[src/rtl/neuron_mac_if.sv]
// Bus between the neuron MAC stage and its neighbours.
// Groups the activation stream (inData/inValid/bias), the weight-memory read
// port (ren/raddr/wout) and the result towards the next layer (outData/outValid).
//   slave  : view taken by the MAC unit
//   master : view taken by the surroundings (activation source, weight memory, sink)
interface neuron_mac_if #(
    parameter int addressWidth = 10,
    parameter int dataWidth    = 16
);
    logic [dataWidth-1:0]  inData;
    logic                  inValid;
    logic [dataWidth-1:0]  bias;
    logic                  ren;
    logic [addressWidth:0] raddr;
    logic [dataWidth-1:0]  wout;
    logic [dataWidth-1:0]  outData;
    logic                  outValid;

    modport slave (
        input  inData, inValid, bias, wout,
        output ren, raddr, outData, outValid
    );

    modport master (
        output inData, inValid, bias, wout,
        input  ren, raddr, outData, outValid
    );
endinterface

[src/rtl/neuron_mac_unit.sv]
// Per-neuron multiply-accumulate stage.
// Steps the weight-memory address along with the activation stream, multiplies
// each activation by its weight, accumulates with saturation over one vector,
// then adds the bias, rescales, saturates, optionally applies ReLU and emits one
// output word with a single-cycle valid pulse.
// Ports:
//   clk    : clock, all state on the rising edge
//   rst_n  : asynchronous active-low reset
//   mac_if : neuron_mac_if.slave (activation in, weight read port, result out)
module neuron_mac_unit #(
    parameter int numWeight    = 784,
    parameter int addressWidth = 10,
    parameter int dataWidth    = 16,
    parameter int fracBits     = 8,
    parameter int reluEn       = 1
) (
    input  logic         clk,
    input  logic         rst_n,
    neuron_mac_if.slave  mac_if
);

    localparam int AccW = 2 * dataWidth;
    localparam logic [addressWidth:0] LastAddr = (addressWidth + 1)'(numWeight - 1);

    localparam logic signed [AccW-1:0] AccMax = {1'b0, {(AccW-1){1'b1}}};
    localparam logic signed [AccW-1:0] AccMin = {1'b1, {(AccW-1){1'b0}}};
    localparam logic signed [AccW-1:0] OutMax = {{(AccW-dataWidth+1){1'b0}}, {(dataWidth-1){1'b1}}};
    localparam logic signed [AccW-1:0] OutMin = {{(AccW-dataWidth+1){1'b1}}, {(dataWidth-1){1'b0}}};

    // Address counter
    logic [addressWidth:0] raddr_q, raddr_d;

    // Stage 1: activation registered alongside the weight read
    logic                  v1_q, first1_q, last1_q;
    logic [dataWidth-1:0]  x_q;

    // Stage 2: product
    logic                  v2_q, first2_q, last2_q;
    logic signed [AccW-1:0] p_q, p_d;

    // Stage 3: accumulator; fin_q marks that acc_q now holds a full vector
    logic signed [AccW-1:0] acc_q, acc_d;
    logic                  fin_q;

    // Stage 4: output register
    logic [dataWidth-1:0]  out_q, out_d;
    logic                  out_valid_q;

    logic signed [AccW-1:0] x_ext, w_ext, acc_sum;
    logic signed [AccW-1:0] bias_ext, bias_sh, fin_sum, fin_sat, r_full;
    logic                   acc_ovf, fin_ovf;

    assign mac_if.ren      = mac_if.inValid;
    assign mac_if.raddr    = raddr_q;
    assign mac_if.outData  = out_q;
    assign mac_if.outValid = out_valid_q;

    always_comb begin
        raddr_d = raddr_q;
        if (mac_if.inValid) begin
            raddr_d = (raddr_q == LastAddr) ? '0 : raddr_q + 1'b1;
        end
    end

    // Full-width product of two dataWidth operands always fits in AccW bits.
    always_comb begin
        x_ext = {{dataWidth{x_q[dataWidth-1]}}, x_q};
        w_ext = {{dataWidth{mac_if.wout[dataWidth-1]}}, mac_if.wout};
        p_d   = x_ext * w_ext;
    end

    // Signed overflow: operands share a sign and the sum's sign differs.
    always_comb begin
        acc_sum = acc_q + p_q;
        acc_ovf = (acc_q[AccW-1] == p_q[AccW-1]) && (acc_sum[AccW-1] != acc_q[AccW-1]);
        acc_d   = acc_q;
        if (v2_q) begin
            if (first2_q) begin
                acc_d = p_q;
            end else if (acc_ovf) begin
                acc_d = p_q[AccW-1] ? AccMin : AccMax;
            end else begin
                acc_d = acc_sum;
            end
        end
    end

    // Finish: the bias is promoted to the product's Q format (2*fracBits)
    // before the add, then the sum is scaled back down to fracBits.
    always_comb begin
        bias_ext = {{dataWidth{mac_if.bias[dataWidth-1]}}, mac_if.bias};
        bias_sh  = bias_ext <<< fracBits;
        fin_sum  = acc_q + bias_sh;
        fin_ovf  = (acc_q[AccW-1] == bias_sh[AccW-1]) && (fin_sum[AccW-1] != acc_q[AccW-1]);
        fin_sat  = fin_ovf ? (acc_q[AccW-1] ? AccMin : AccMax) : fin_sum;
        r_full   = fin_sat >>> fracBits;
        if (r_full > OutMax) begin
            out_d = OutMax[dataWidth-1:0];
        end else if (r_full < OutMin) begin
            out_d = OutMin[dataWidth-1:0];
        end else begin
            out_d = r_full[dataWidth-1:0];
        end
        if ((reluEn != 0) && out_d[dataWidth-1]) begin
            out_d = '0;
        end
    end

    always_ff @(posedge clk or negedge rst_n) begin
        if (!rst_n) begin
            raddr_q     <= '0;
            v1_q        <= 1'b0;
            first1_q    <= 1'b0;
            last1_q     <= 1'b0;
            x_q         <= '0;
            v2_q        <= 1'b0;
            first2_q    <= 1'b0;
            last2_q     <= 1'b0;
            p_q         <= '0;
            acc_q       <= '0;
            fin_q       <= 1'b0;
            out_q       <= '0;
            out_valid_q <= 1'b0;
        end else begin
            raddr_q  <= raddr_d;

            v1_q     <= mac_if.inValid;
            first1_q <= mac_if.inValid && (raddr_q == '0);
            last1_q  <= mac_if.inValid && (raddr_q == LastAddr);
            if (mac_if.inValid) begin
                x_q <= mac_if.inData;
            end

            v2_q     <= v1_q;
            first2_q <= first1_q;
            last2_q  <= last1_q;
            if (v1_q) begin
                p_q <= p_d;
            end

            acc_q <= acc_d;
            fin_q <= v2_q && last2_q;

            // acc_q here is the completed total; a following vector's first
            // product is loading acc_q on this same edge without conflict.
            out_valid_q <= fin_q;
            if (fin_q) begin
                out_q <= out_d;
            end
        end
    end

endmodule

[src/flat_wrapper.sv]
// flat-port wrapper written by rule: the top's interface ports become plain ports
module neuron_mac_unit_flat 
#(
    parameter int numWeight    = 784,
    parameter int addressWidth = 10,
    parameter int dataWidth    = 16,
    parameter int fracBits     = 8,
    parameter int reluEn       = 1
)
  (clk, rst_n, mac_if_inData, mac_if_inValid, mac_if_bias, mac_if_wout, mac_if_ren, mac_if_raddr, mac_if_outData, mac_if_outValid);
  neuron_mac_if #(.addressWidth(addressWidth), .dataWidth(dataWidth)) mac_if_i ();
  input  logic clk;
  input  logic rst_n;
  input wire logic [$bits(mac_if_i.inData)-1:0] mac_if_inData;
  input wire logic [$bits(mac_if_i.inValid)-1:0] mac_if_inValid;
  input wire logic [$bits(mac_if_i.bias)-1:0] mac_if_bias;
  input wire logic [$bits(mac_if_i.wout)-1:0] mac_if_wout;
  output wire logic [$bits(mac_if_i.ren)-1:0] mac_if_ren;
  output wire logic [$bits(mac_if_i.raddr)-1:0] mac_if_raddr;
  output wire logic [$bits(mac_if_i.outData)-1:0] mac_if_outData;
  output wire logic [$bits(mac_if_i.outValid)-1:0] mac_if_outValid;
  assign mac_if_i.inData = mac_if_inData;
  assign mac_if_i.inValid = mac_if_inValid;
  assign mac_if_i.bias = mac_if_bias;
  assign mac_if_i.wout = mac_if_wout;
  assign mac_if_ren = mac_if_i.ren;
  assign mac_if_raddr = mac_if_i.raddr;
  assign mac_if_outData = mac_if_i.outData;
  assign mac_if_outValid = mac_if_i.outValid;
  neuron_mac_unit #(.numWeight(numWeight), .addressWidth(addressWidth), .dataWidth(dataWidth), .fracBits(fracBits), .reluEn(reluEn)) u_core (.clk(clk), .rst_n(rst_n), .mac_if(mac_if_i));
endmodule
[config.mk]
export PLATFORM = sky130hd
export DESIGN_NAME = neuron_mac_unit_flat
export DESIGN_NICKNAME = d
export VERILOG_FILES = /design/src/rtl/neuron_mac_if.sv /design/src/rtl/neuron_mac_unit.sv /design/src/flat_wrapper.sv
export SDC_FILE = /design/constraint.sdc
export NUM_CORES = 1
export LEC_CHECK = 0
export BUFFER_PORTS_ARGS = -buffer_cell sky130_fd_sc_hd__buf_2
export CAP_MARGIN = 20
export CORE_MARGIN = 10
export CORE_UTILIZATION = 64
export DETAILED_ROUTE_END_ITERATION = 12
export PLACE_DENSITY = 0.82
export SYNTH_ARGS = -nofsm -noshare
export SYNTH_HDL_FRONTEND = slang
export SYNTH_SLANG_ARGS = --single-unit
export TNS_END_PERCENT = 5
[constraint.sdc]
create_clock -name clk -period 15.4 [get_ports clk]
set_clock_uncertainty 0.1 [all_clocks]
set_input_delay 0 -clock clk [delete_from_list [all_inputs] [get_ports clk]]
set_output_delay 0 -clock clk [all_outputs]
set_load 0.1 [all_outputs]
==> results.md <==
* Main combinational cell family by area after synthesis: adder cells
* Nets at 2474
* Compound-Gate Fraction of Synth Area at 13.9%
* Post-DR wirelength/cell at 17.9 um
* N_diodes at 0
* Fill cell count at 2073
* Final slew viol count at 0
* Most common cell in the netlist: inv_1
* Worst path required time at 15.61 ns
* GRT Total Usage at 25.1%
* Mux cell area share after synthesis at 2.90%
* Worst slew pin tran at 1.12 ns
* Post-route antenna net violation count at 0
* Final worst-path cycle share at 43.9%
* Setup tns final at 0 ns
* Number of global-route vias before repair at 15.0k
* DRT Pass-1 Iters at 7
* Final GP Congestion at 0.923
* Final hold viol count at 1
* Cells after Synth at 1963
* Syn avg cell area at 9.06 um^2
* Core Region at 27200 um^2
* Yosys cell types at 86
* CP Cell Sequence: nand2_1, inv_1, fa_1, fa_1, inv_1, fa_1, fa_1, fa_1, fa_1, inv_1, ha_1, a21o_1, a21o_1, a21o_1, o21bai_1, o2bb2ai_1, o21a_1, nor2_1, xnor2_1, mux2_2
* CP endpoint kind: flip-flop
* Setup CP Type: reg -> reg
* DP Wirelength at 33300 um
* Resized cells post-CTS at 0
* Failing checks: negative hold slack
* Area share of the largest cell type after synthesis at 29.9%
* CTS sink count at 114
* Min-delay worst type: in -> async
* Final instance area at 19300 um^2
* Simple-gate share of the synthesized area at 14.8%
* Final-report setup violation count at 0
* Final cell count without fillers at 2404
* Unrepaired setup endpoints after global routing: false
* H-Tree Depth at 4
* Ys async rst share at 100%
* Die Ht at 187 um
* Arrival @ worst endpoint at 6.97 ns
* CTS Buf Count at 17
* CTS tree: built
* Status: finished, violations left
* Clk slew on worst S/H paths at 0.06 ns
* Syn Std Cell Area at 17800 um^2
* Minimum clock period at 6.76 ns
* Yosys top cell by area: fa_1
* Top post-synthesis cells by count: inv_1, fa_1, nand2_1
* Syn. warnings at 0
* Synth area leaders: fa_1, dfrtp_1, ha_1
* Worst-skew pair later-pin latency at 0.44 ns
* DRC viols at 0
* EDFF count, synth at 0
* GRT overflow at 0
* Hold WS at -0.00184 ns
* Placed Cells at 2350
* Die X at 187 um
* Top FF cell, synth: dfrtp_1
* IO Port Bufs at 78
* Net count of the mapped netlist at 2418
* Vias at 14.1k
* Number of synthesized register bits at 114
* Cell Rows at 60
* Largest net degree at the start of global routing at 73
* Fmax at 148 MHz
* CTS Root Cell: clkbuf_16
* Vias per inst at 5.88
* Crit path max-delay family: adder cells
* Initial DRC Count at 955
* Crit-path slowest cell: fa_1
* WL final at 42900 um
* CP Max Fanout at 17
* Adder-Cell Fraction of Synth Area at 39.6%
* Synth-to-layout area growth at 8.22%
* Cell mode on critical path: fa_1
* Max Cap Viol at 0
* Area post-placement at 18400 um^2
* CP bufs+invs at 3
* Slew margin rel. at 25.0%
* Fraction of layout cells with a size suffix above 1 at 9.89%
* Xor and xnor area share after synthesis at 3.45%
* Ports at 80
* Initial Util at 65.5%
* Global-route wire length before repair at 72800 um
* Deepest clock path buffer count at 2
* Initial antenna violation count at 0
* Register area share after synthesis at 16.0%
* CP startpoint kind: flip-flop
* Largest incremental delay on the critical path at 0.86 ns
* DIE AREA at 34900 um^2
[layer usage]
| metal | routed length (um) | vias to the layer above | global-route usage (%) |
|---|---|---|---|
| met5 | 0 | - | 0 |
| met4 | 1240 | 0 | 8.25 |
| met3 | 1950 | 108 | 3.13 |
| met2 | 22200 | 452 | 44.1 |
| met1 | 17600 | 7132 | 31.3 |
| li1 | - | 6455 | - |
[through the flow]
| stage | setup WS [ns] | hold slack [ns] | util [%] |
|---|---|---|---|
| 2_1_floorplan | 9.17 | -0.396 | - |
| 3_3_place_gp | 8.90 | -0.0707 | 67.8 |
| 3_5_place_dp | 8.71 | -0.0630 | 67.8 |
| 4_1_cts | 8.64 | 0.0304 | 70.8 |
| 5_1_grt | 8.29 | 0.0452 | 70.9 |
| 6_report | 8.64 | -0.00184 | 70.9 |
[cells by family after synthesis]
logic type               after synthesis
XOR/XNOR                              70
flip-flops                           114
AO/OA/AOI/OAI                        371
AND/OR/NAND/NOR                      524
other                                  1
multiplexers                          47
adder cells (fa/ha/maj)              404
buffers and inverters                432
[worst reg2reg max path: cells and delay by family, from the launching register on]
family          cells  cell delay [ns]
mux                 1             0.26
flops               1             0.66
compound gates      6             1.12
xor+xnor            1             0.08
simple gates        2             0.32
buf+inv             3             0.35
fa+ha+maj           7             3.77
[registers in the layout, indices dropped and copies added, names as in the netlist]
| name | cells |
|---|---|
| u_core.first1_q | 1 |
| u_core.x_q | 16 |
| u_core.v2_q | 1 |
| u_core.p_q | 32 |
| u_core.mac_if.raddr | 11 |
| u_core.mac_if.outData | 15 |
| u_core.acc_q | 32 |
| u_core.v1_q | 1 |
| u_core.first2_q | 1 |
| u_core.last2_q | 1 |
| u_core.mac_if.outValid | 1 |
| u_core.last1_q | 1 |
| u_core.fin_q | 1 |
[final cells by class]
| type | instances | area [um^2] | share of cell area [%] |
|---|---|---|---|
| clock buffer | 19 | 453 | 2.35 |
| clock inverter | 13 | 170 | 0.884 |
| inverter | 363 | 1360 | 7.08 |
| multi-input combinational | 1417 | 13300 | 69.0 |
| sequential | 114 | 2850 | 14.8 |
| tap | 372 | 465 | 2.42 |
| timing repair buffer | 106 | 656 | 3.41 |
[final timing paths]
check                          startpoint                  endpoint  slack (ns)  cells after the start
setup / recovery           u_core.x_q[15]            u_core.p_q[27]        8.64                     20
hold / removal                      rst_n  u_core.mac_if.outData[0]      -0.002                      2
setup reg to reg           u_core.x_q[15]            u_core.p_q[27]        8.64                     20
hold reg to reg            u_core.last1_q            u_core.last2_q        0.25                      0
max in group asynchronous           rst_n            u_core.p_q[23]       13.79                      3
min in group clk           mac_if_bias[2]  u_core.mac_if.outData[2]        0.05                      5
[timing repair]
item,4_1_cts,5_1_grt
setup endpoints to repair,0,0
endpoints found under the hold margin,62,0
hold buffers,21,0
setup buffers,0,0
[cells in the final DEF, fill, tap and decap left out, drive strengths merged, types with 14 or more instances in the layout]
cell type | synthesis | final
a211oi | 14 | 14
a21o | 42 | 42
a21oi | 107 | 107
a31oi | 14 | 14
and2 | 128 | 128
buf | 11 | 84
clkbuf | 58 | 20
dfrtp | 114 | 114
dlygate4sd3 | 0 | 21
fa | 266 | 266
ha | 138 | 138
inv | 363 | 368
mux2 | 37 | 37
nand2 | 178 | 178
nand2b | 19 | 19
nand3 | 21 | 21
nand4 | 15 | 15
nor2 | 88 | 88
o21ai | 89 | 89
o22ai | 15 | 15
xnor2 | 49 | 49
xor2 | 21 | 21
Power is not shown: default switching activity piles up to over one toggle a cycle in this logic, so the estimate is an artifact.
